===== config.mk =====
export PLATFORM = sky130hd
export DESIGN_NAME = interconnect_rr
export DESIGN_NICKNAME = d
export VERILOG_FILES = /design/src/rtl/interconnect_rr_pkg.sv /design/src/rtl/interconnect_fifo.sv /design/src/rtl/interconnect_rr.sv
export SDC_FILE = /design/constraint.sdc
export NUM_CORES = 1
export LEC_CHECK = 0
export ABC_AREA = 1
export BUFFER_PORTS_ARGS = -buffer_cell sky130_fd_sc_hd__clkbuf_2
export CORE_ASPECT_RATIO = 0.8
export CORE_MARGIN = 10
export CORE_UTILIZATION = 35
export CTS_CLUSTER_SIZE = 30
export DETAILED_ROUTE_END_ITERATION = 7
export SLEW_MARGIN = 20
export SYNTH_ARGS = -nofsm -noshare
export SYNTH_HDL_FRONTEND = slang
export SYNTH_SLANG_ARGS = --single-unit

===== constraint.sdc =====
create_clock -name CLK -period 7.56 [get_ports CLK]
set_input_delay 0 -clock CLK [delete_from_list [all_inputs] [get_ports CLK]]
set_output_delay 0 -clock CLK [all_outputs]
set_load 0.02 [all_outputs]

===== src/rtl/interconnect_rr_pkg.sv =====
// Shared helpers and default widths for the round-robin token merge.
package interconnect_rr_pkg;

   function automatic int clog2(input int n);
      int r;
      r = 0;
      while ((1 << r) < n) r = r + 1;
      return r;
   endfunction

   // A one-channel merge would still need a 1-bit source tag.
   function automatic int src_width(input int n);
      return (n < 2) ? 1 : clog2(n);
   endfunction

   localparam int DEF_DATA_WIDTH   = 32;
   localparam int DEF_CONNECT_NUM  = 4;
   localparam int DEF_BUFFER_DEPTH = 2;
   localparam int DEF_SRC_WIDTH    = src_width(DEF_CONNECT_NUM);

endpackage


===== src/rtl/interconnect_fifo.sv =====
// Synchronous FIFO with occupancy count; head is the read-pointer entry.
module interconnect_fifo
   import interconnect_rr_pkg::*;
#(
   parameter int WIDTH = 34,
   parameter int DEPTH = 2
) (
   input  logic                  clk,
   input  logic                  rst_n,
   input  logic                  push,
   input  logic [WIDTH-1:0]      push_data,
   input  logic                  pop,
   output logic [WIDTH-1:0]      head,
   output logic [clog2(DEPTH):0] count,
   output logic                  full,
   output logic                  empty
);
   localparam int AW = clog2(DEPTH);

   logic [DEPTH-1:0][WIDTH-1:0] mem;
   logic [AW-1:0]               rd;
   logic [AW-1:0]               wr;

   // Storage is reset too so the head reads zero out of reset.
   always_ff @(posedge clk or negedge rst_n) begin
      if (!rst_n) begin
         mem   <= '0;
         rd    <= '0;
         wr    <= '0;
         count <= '0;
      end else begin
         if (push) begin
            mem[wr] <= push_data;
            wr      <= wr + 1'b1;
         end
         if (pop) rd <= rd + 1'b1;
         case ({push, pop})
            2'b10:   count <= count + 1'b1;
            2'b01:   count <= count - 1'b1;
            default: count <= count;
         endcase
      end
   end

   assign head  = mem[rd];
   assign full  = (count == (AW+1)'(DEPTH));
   assign empty = (count == '0);

endmodule


===== src/rtl/interconnect_rr.sv =====
// N-to-1 valid/ready merge: round-robin grant into a registered, source-tagged output FIFO.
module interconnect_rr
   import interconnect_rr_pkg::*;
#(
   parameter int DATA_WIDTH   = DEF_DATA_WIDTH,
   parameter int CONNECT_NUM  = DEF_CONNECT_NUM,
   parameter int BUFFER_DEPTH = DEF_BUFFER_DEPTH,
   parameter int SRC_WIDTH    = DEF_SRC_WIDTH
) (
   input  logic                            CLK,
   input  logic                            RST_N,
   input  logic [CONNECT_NUM-1:0]          RECEIVE_VALID,
   input  logic [DATA_WIDTH*CONNECT_NUM-1:0] RECEIVE_DATA,
   output logic [CONNECT_NUM-1:0]          RECEIVE_READY,
   output logic                            SEND_VALID,
   output logic [DATA_WIDTH-1:0]           SEND_DATA,
   output logic [SRC_WIDTH-1:0]            SEND_SRC,
   input  logic                            SEND_READY,
   output logic [clog2(BUFFER_DEPTH):0]    OCCUPANCY
);
   localparam int EW = DATA_WIDTH + SRC_WIDTH;

   logic [SRC_WIDTH-1:0]  ptr;
   logic [SRC_WIDTH-1:0]  gnt_idx;
   logic [DATA_WIDTH-1:0] gnt_data;
   logic                  found;
   logic                  full;
   logic                  empty;
   logic                  pop;
   logic [EW-1:0]         head;

   // Scan ptr, ptr+1, ... and grant the first valid channel. Readiness uses the
   // pre-pop count, so SEND_READY never reaches RECEIVE_READY.
   always_comb begin
      RECEIVE_READY = '0;
      gnt_idx       = '0;
      gnt_data      = '0;
      found         = 1'b0;
      if (RST_N && !full) begin
         for (int k = 0; k < CONNECT_NUM; k++) begin
            for (int i = 0; i < CONNECT_NUM; i++) begin
               if (!found && RECEIVE_VALID[i] && (i == (int'(ptr) + k) % CONNECT_NUM)) begin
                  found            = 1'b1;
                  RECEIVE_READY[i] = 1'b1;
                  gnt_idx          = SRC_WIDTH'(i);
                  gnt_data         = RECEIVE_DATA[DATA_WIDTH*i +: DATA_WIDTH];
               end
            end
         end
      end
   end

   always_ff @(posedge CLK or negedge RST_N) begin
      if (!RST_N)     ptr <= '0;
      else if (found) ptr <= (gnt_idx == SRC_WIDTH'(CONNECT_NUM-1)) ? '0 : gnt_idx + 1'b1;
   end

   assign pop = SEND_VALID && SEND_READY;

   interconnect_fifo #(.WIDTH(EW), .DEPTH(BUFFER_DEPTH)) u_fifo (
      .clk       (CLK),
      .rst_n     (RST_N),
      .push      (found),
      .push_data ({gnt_data, gnt_idx}),
      .pop       (pop),
      .head      (head),
      .count     (OCCUPANCY),
      .full      (full),
      .empty     (empty)
   );

   assign SEND_VALID = !empty;
   assign SEND_DATA  = head[EW-1:SRC_WIDTH];
   assign SEND_SRC   = head[SRC_WIDTH-1:0];

endmodule

==> results of run 1 <==
-- state kept, by name, indices dropped and copies added, names as in the netlist --
| signal | count |
|---|---|
| ptr | 2 |
| u_fifo.count | 2 |
| u_fifo.mem | 68 |
| u_fifo.rd | 1 |
| u_fifo.wr | 1 |
-- metal layers --
| layer | global-route usage, % | vias up | share of wire, % |
|---|---|---|---|
| met2 | 38.2 | 570 | 43 |
| met5 | 0 | - | 0.034 |
| met1 | 30.9 | 4969 | 44 |
| met4 | 7.48 | 2 | 2.5 |
| li1 | - | 5245 | - |
| met3 | 6.41 | 75 | 10 |
-- worst max-delay path, cell delays in order, from the launching register on --
cell      delay (ns)
dfrtp_1         0.49
nand3_1         0.43
inv_2           0.45
nor2_4          0.28
nand3_2         0.17
nor2_4          0.17
nand4_2         0.11
nor2_4          0.14
nand3_2         0.09
nor3_2          0.57
nand2_1         0.62
clkinv_2        0.75
nor2_1          0.16
nor2_1          0.18
nor2_1          0.12
clkbuf_2        0.17
-- worst paths after layout --
check | startpoint | to | slack, ns | cells past startpoint
hold reg to reg | u_fifo.mem[48] | u_fifo.mem[48] | 0.48 | 2
setup / recovery | ptr[0] | RECEIVE_READY[2] | 2.28 | 15
hold / removal | RST_N | u_fifo.mem[19] | 0.07 | 2
setup reg to reg | ptr[0] | u_fifo.mem[60] | 2.72 | 15
max in group asynchronous | RST_N | u_fifo.mem[10] | 6.44 | 3
min in group CLK | RECEIVE_DATA[104] | u_fifo.mem[44] | 0.08 | 5
-- where the power goes --
part           switching [uW]  total (uW)  internal (uW)
sequential               94.8         649            554
combinational            1770        2530            754
clock                     180         468            288
-- cell families after synthesis --
logic type	count (synthesis)	synth area share (%)
and+or+nand+nor	1213	59.4
buffers and inverters	245	12.3
AOI/OAI and AO/OA	87	5.84
DFF	74	22.0
xor gates and xnor gates	3	0.313
adders and majority gates	1	0.149
-- per-stage QoR --
| stage | hold WS, ns | power (uW) | setup slack [ns] | utilization (%) | std cells |
|---|---|---|---|---|---|
| global placement | -0.115 | 3130 | 2.84 | 39.8 | 2039 |
| detailed placement | -0.114 | 3150 | 2.74 | 39.8 | 2039 |
| floorplan | -0.296 | 2420 | 5.02 | - | 1623 |
| CTS | 0.0667 | 3630 | 2.35 | 41.2 | 2056 |
| global route | 0.0899 | 3990 | 1.86 | 41.2 | 2056 |
| finish | 0.0739 | 3650 | 2.28 | 41.2 | 2056 |
-- area by class of cell --
class | instances | area share (%)
multi-input combinational | 1304 | 57.1
timing repair buffer | 188 | 10.1
tap | 312 | 4.03
clock buffer | 9 | 2.32
inverter | 163 | 6.35
clock inverter | 6 | 0.929
sequential | 74 | 19.1
-- repair_timing --
item	4_1_cts	5_1_grt
hold buffers	2	0
endpoints found under the setup margin	0	0
endpoints found under the hold margin	15	0
-- layout by cell type (no fill, tap or decap), types with 3 or more instances in the layout --
cell type,instances
nand4_1,16
inv_1,152
clkbuf_2,174
nand3_1,195
nand4_2,3
nor2_4,6
nor3_2,3
clkbuf_16,9
o21ai_1,12
nand2_1,653
a21oi_1,22
buf_4,12
o221ai_1,3
o211ai_1,8
nand3_2,4
a41oi_1,3
dfrtp_1,74
nor2_1,322
a31oi_1,10
clkinv_2,4
o21ai_0,28
inv_2,7
nor2_2,4
==> metrics.csv, run 1 <==
stage;metric;value;unit
cts;cts_sinks;74;
synth;synth_cell_type_count;34;
synth;syn_nets;1759;
cts;root_buffer;clkbuf_16;
layout;multi_input_area;0.00554;mm2
floorplanning;die_h;159;um
synth;syn_inst;1623;
synth;yosysTopAreaCellShare;29.2;%
setup_path;path_max_fanout;44;
placed_design;routabilityCongestion;0.966;
timing;hold_viol_final;0;
timing;post-route-period-util;69.9;%
setup_path;timing_worst_setup_path_type;register to output pin;
floorplanning;fp.dieW;193;um
layout;design_area;0.00969;mm2
cts;cts_tree;done;
flow_run;maxCapViolCount;0;
synth;synth-main-ff-cell;dfrtp_1;
power;p_per_area;376;mW/mm2
setup_path;cp-start-kind;register;
timing;worst_pin_slew;1.19;ns
synth;yosys_warnings;0;
routing;drc_errors;0;
cts;postCtsSetupBuffers;0;
routing;viasPerCell;5.28;
cts;cts_resized;0;
routing;drtAntennaViolNets;0;
timing;max_freq;189;MHz
layout;num-nets-final;1876;
routing;drtIter0Drc;1244;
synth;synth-edff-count;0;
global_routing;grt_pass1_vias;10600;
cts;cts_buffer_depth;2;
routing;dr.pass1.iters;5;
global_routing;grt_first_pass_wirelength;58700;um
synth;syn_avg_cell_area;5.18;um2
layout;drive_gt1_share;13.6;%
placed_design;portBuffers;175;
floorplanning;io_pins;176;
setup_path;worst_ep_required_time;7.56;ns
setup_path;worst_ep_arrival_time;5.28;ns
synth;ys_ff_latch;74;
routing;detail_route.wl_per_cell;18.3;um
cts;cts_buffers;9;
cts;htreeDepth;3;
layout;synthToLayoutAreaGrowth;15.4;%
cts;clk_pin_slew;0.06;ns
layout;final-seq-area;0.00185;mm2
timing;setup_viol;0;
synth;synthArstFlopShare;100;%
synth;synthTopCellsByArea;nand2_1 29%, dfrtp_1 22%, nor2_1 14%, nand3_1 12%, inv_1 6.8%;
timing;slew-limit-headroom;20.1;%
timing;rsz0062_at_grt;false;
timing;final.setup.tns;0;ns
cts;clk_latency;0.34;ns
outcome;outcome;complete, no violations;
layout;fill_cells;2708;
timing;finalMaxSlewViolations;0;
floorplanning;rows;50;
placed_design;place_hpwl;26600;um
power;ir_drop;120;uV
synth;yosysMostFrequentCell;nand2_1;
layout;antennaDiodeCount;0;
placed_design;dpl_cell_area;0.00936;mm2
floorplanning;dieArea;0.0306;mm2
hold_path;min_path_type;input pin to async pin;
synth;synth_top_cell_by_area;nand2_1;
global_routing;grt_start_max_net_pins;61;
synth;syn_area;0.00840;mm2
floorplanning;core;0.0235;mm2
global_routing;grt-ovfl-total;0;
setup_path;crit_path_end_kind;output pin;
global_routing;antenna_found_initial;1;
routing;num_vias;10900;
routing;drt-total-wl;37700;um
global_routing;track_usage;23.9;%
timing;clock-skew-final;0.00836;ns
synth;synth-seq-area-share;22.0;%
floorplanning;initial_utilization;35.7;%
timing;period_needed;5.28;ns
power;p_leak;0.00570;uW
synth;synth_top_cells_by_count;654 x nand2_1, 323 x nor2_1, 195 x nand3_1, 152 x inv_1, 74 x dfrtp_1;
Power figures use the tool's default switching activity.
==> inputs of run 2 (changes only) <==
Clock period 7.56 ns to 4.8 ns, I/O delays scaled along.
==> metrics.csv, run 2 (synthesis results as in run 1) <==
stage;metric;value;unit;change
outcome;outcome;complete, no violations;;
cts;cts_buffer_depth;2;;unchanged
timing;layout_setup_ws;0.750;ns;-1.53 ns
setup_path;worst_ep_required_time;5.04;ns;-2.52 ns
cts;cts_sinks;74;;unchanged
layout;synthToLayoutAreaGrowth;16.9;%;
setup_path;r2r-start;ptr[0];;
layout;reg_top3;u_fifo.mem: 68 flops, ptr: 2 flops, u_fifo.count: 2 flops;;
floorplanning;initial_utilization;35.7;%;unchanged
power;fin_total_pwr;5740;uW;+57%
cts;clk_pin_slew;0.06;ns;about the same
timing;max_freq;247;MHz;
timing;finalMaxSlewViolations;0;;unchanged
power;p_leak;0.00578;uW;+1.5%
routing;viasPerCell;5.23;;-0.96%
setup_path;cp-startpoint;ptr[0];;
setup_path;worst_ep_arrival_time;4.29;ns;-0.99 ns
timing;worst_pin_slew;1.04;ns;-0.151 ns
timing;clock-skew-final;0.00713;ns;-0.00123 ns
routing;drtIter0Drc;1123;;-9.7%
layout;num-nets-final;1897;;+1.1%
cts;postCtsSetupBuffers;0;;unchanged
cts;clk_latency;0.34;ns;about the same
timing;slew-limit-headroom;30.4;%;+10 points
setup_path;cp_num_buf_inv;2;;-1
placed_design;portBuffers;175;;unchanged
floorplanning;dieArea;0.0306;mm2;unchanged
setup_path;critical-path-top-delay-family;simple AND/OR/NAND/NOR gates;;
timing;setup_viol;0;;unchanged
cts;cts_buffers;9;;unchanged
routing;dr.pass1.iters;5;;unchanged
cts;htreeDepth;3;;unchanged
flow_run;maxCapViolCount;0;;unchanged
timing;hold_viol_final;0;;unchanged
setup_path;cp-start-kind;register;;
placed_design;place_hpwl;27300;um;+2.5%
routing;detail_route.wl_per_cell;18.2;um;-0.93%
routing;num_vias;10900;;+0.10%
layout;layout_common_cells;654 x nand2_1, 322 x nor2_1, 195 x nand3_1;;
cts;ctsHoldBuffers;2;;unchanged
timing;period_needed;4.05;ns;
power;p_per_area;584;mW/mm2;+55%
layout;regMostFlops;u_fifo.mem;;
timing;whs;0.0178;ns;-0.0560 ns
layout;layout.cells.most_common;nand2_1;;
routing;drc_errors;0;;unchanged
floorplanning;die_h;159;um;unchanged
routing;drtAntennaViolNets;0;;unchanged
global_routing;track_usage;24.0;%;+0.087 points
floorplanning;io_pins;176;;unchanged
power;ir_drop;185;uV;+54%
floorplanning;fp.dieW;193;um;unchanged
timing;post-route-period-util;84.4;%;
global_routing;antenna_found_initial;2;;+1
timing;final.setup.tns;0;ns;unchanged
cts;root_buffer;clkbuf_16;;
global_routing;grt-ovfl-total;0;;unchanged
floorplanning;core;0.0235;mm2;unchanged
routing;drt-total-wl;37800;um;+0.13%
layout;largest_reg_flops;68;;unchanged
placed_design;routabilityCongestion;1.00;;+3.7%
setup_path;timing_worst_setup_path_type;register to register;;
setup_path;critPathMostFrequentCell;nor2_4;;
cts;cts_tree;done;;
hold_path;min_path_type;input pin to async pin;;
setup_path;crit_path_top_delay_cell;clkinv_2;;
cts;cts_resized;0;;unchanged
global_routing;grt_start_max_net_pins;69;;+13%
layout;drive_gt1_share;14.5;%;+0.85 points
global_routing;grt_pass1_vias;10400;;-1.4%
setup_path;crit_path_end_kind;register;;
setup_path;path_max_fanout;37;;-16%
timing;rsz0062_at_grt;false;;
floorplanning;rows;50;;unchanged
layout;design_area;0.00982;mm2;+1.3%
global_routing;grt_first_pass_wirelength;58900;um;+0.32%
setup_path;crit_chain;nand3_1, inv_2, nor2_4, nand3_2, nor2_4, nand4_2, nor2_4, nand3_2, nor3_2, nand2_1, nand2_2, nor2_2, clkinv_2, o21ai_0;;
layout;antennaDiodeCount;0;;unchanged
placed_design;dpl_cell_area;0.00950;mm2;+1.6%
placed_design;dpl_worst_slack;0.868;ns;-1.88 ns
setup_path;cp_slowest_stage_delay;0.68;ns;-0.07 ns
[run 2: changes by cell type in the layout (fill, tap and decap cells not counted), sizes merged]
cell,delta
buf,+21
clkinv,+2
clkbuf,+1
inv,-2
clkinvlp,+1
bufinv,-1
[run 2: per-layer routing]
metal / track usage, % / vias to the layer above / share of wire (%)
li1: - / 5300 / -
met1: 32.7 / 4929 / 45
met2: 37.7 / 579 / 43
met3: 5.09 / 60 / 10
met4: 6.34 / 4 / 2.0
met5: 0 / - / 0.082
[run 2: area by class of cell]
type | count | area, um2
fill | 2677 | 13700
multi-input combinational | 1304 | 5530
sequential | 74 | 1850
timing repair buffer | 209 | 1140
inverter | 163 | 616
tap | 312 | 390
clock buffer | 10 | 229
clock inverter | 6 | 67.6
[run 2: metrics by stage]
stage	utilization (%)	std cells
after floorplan	-	1623
after global placement	40.4	2060
after detailed placement	40.4	2060
after CTS	41.7	2078
after global routing	41.7	2078
final	41.7	2078
[run 2: power by group]
group | total [uW] | switching (uW) | leakage, uW | internal, uW
logic | 4030 | 2810 | 0.00466 | 1220
clock network | 680 | 277 | 0.000139 | 403
registers | 1020 | 150 | 0.000976 | 872
total | 5740 | 3240 | 0.00578 | 2490
[run 2: final timing paths]
check / depth (start not counted) / to / slack [ns]
setup / recovery: 14 / u_fifo.mem[1] / 0.75
hold / removal: 2 / u_fifo.mem[63] / 0.02
setup reg to reg: 14 / u_fifo.mem[1] / 0.75
hold reg to reg: 2 / u_fifo.mem[20] / 0.48
max in group asynchronous: 3 / u_fifo.mem[9] / 3.71
min in group CLK: 5 / u_fifo.mem[10] / 0.10
[run 2: worst reg2reg max path: cells and delay by family (launching register included)]
family / cells / cell delay, ns
AND/OR/NAND/NOR: 11 / 1.70
buffers and inverters: 2 / 1.35
flip-flops: 1 / 0.53
AO/OA/AOI/OAI: 1 / 0.36
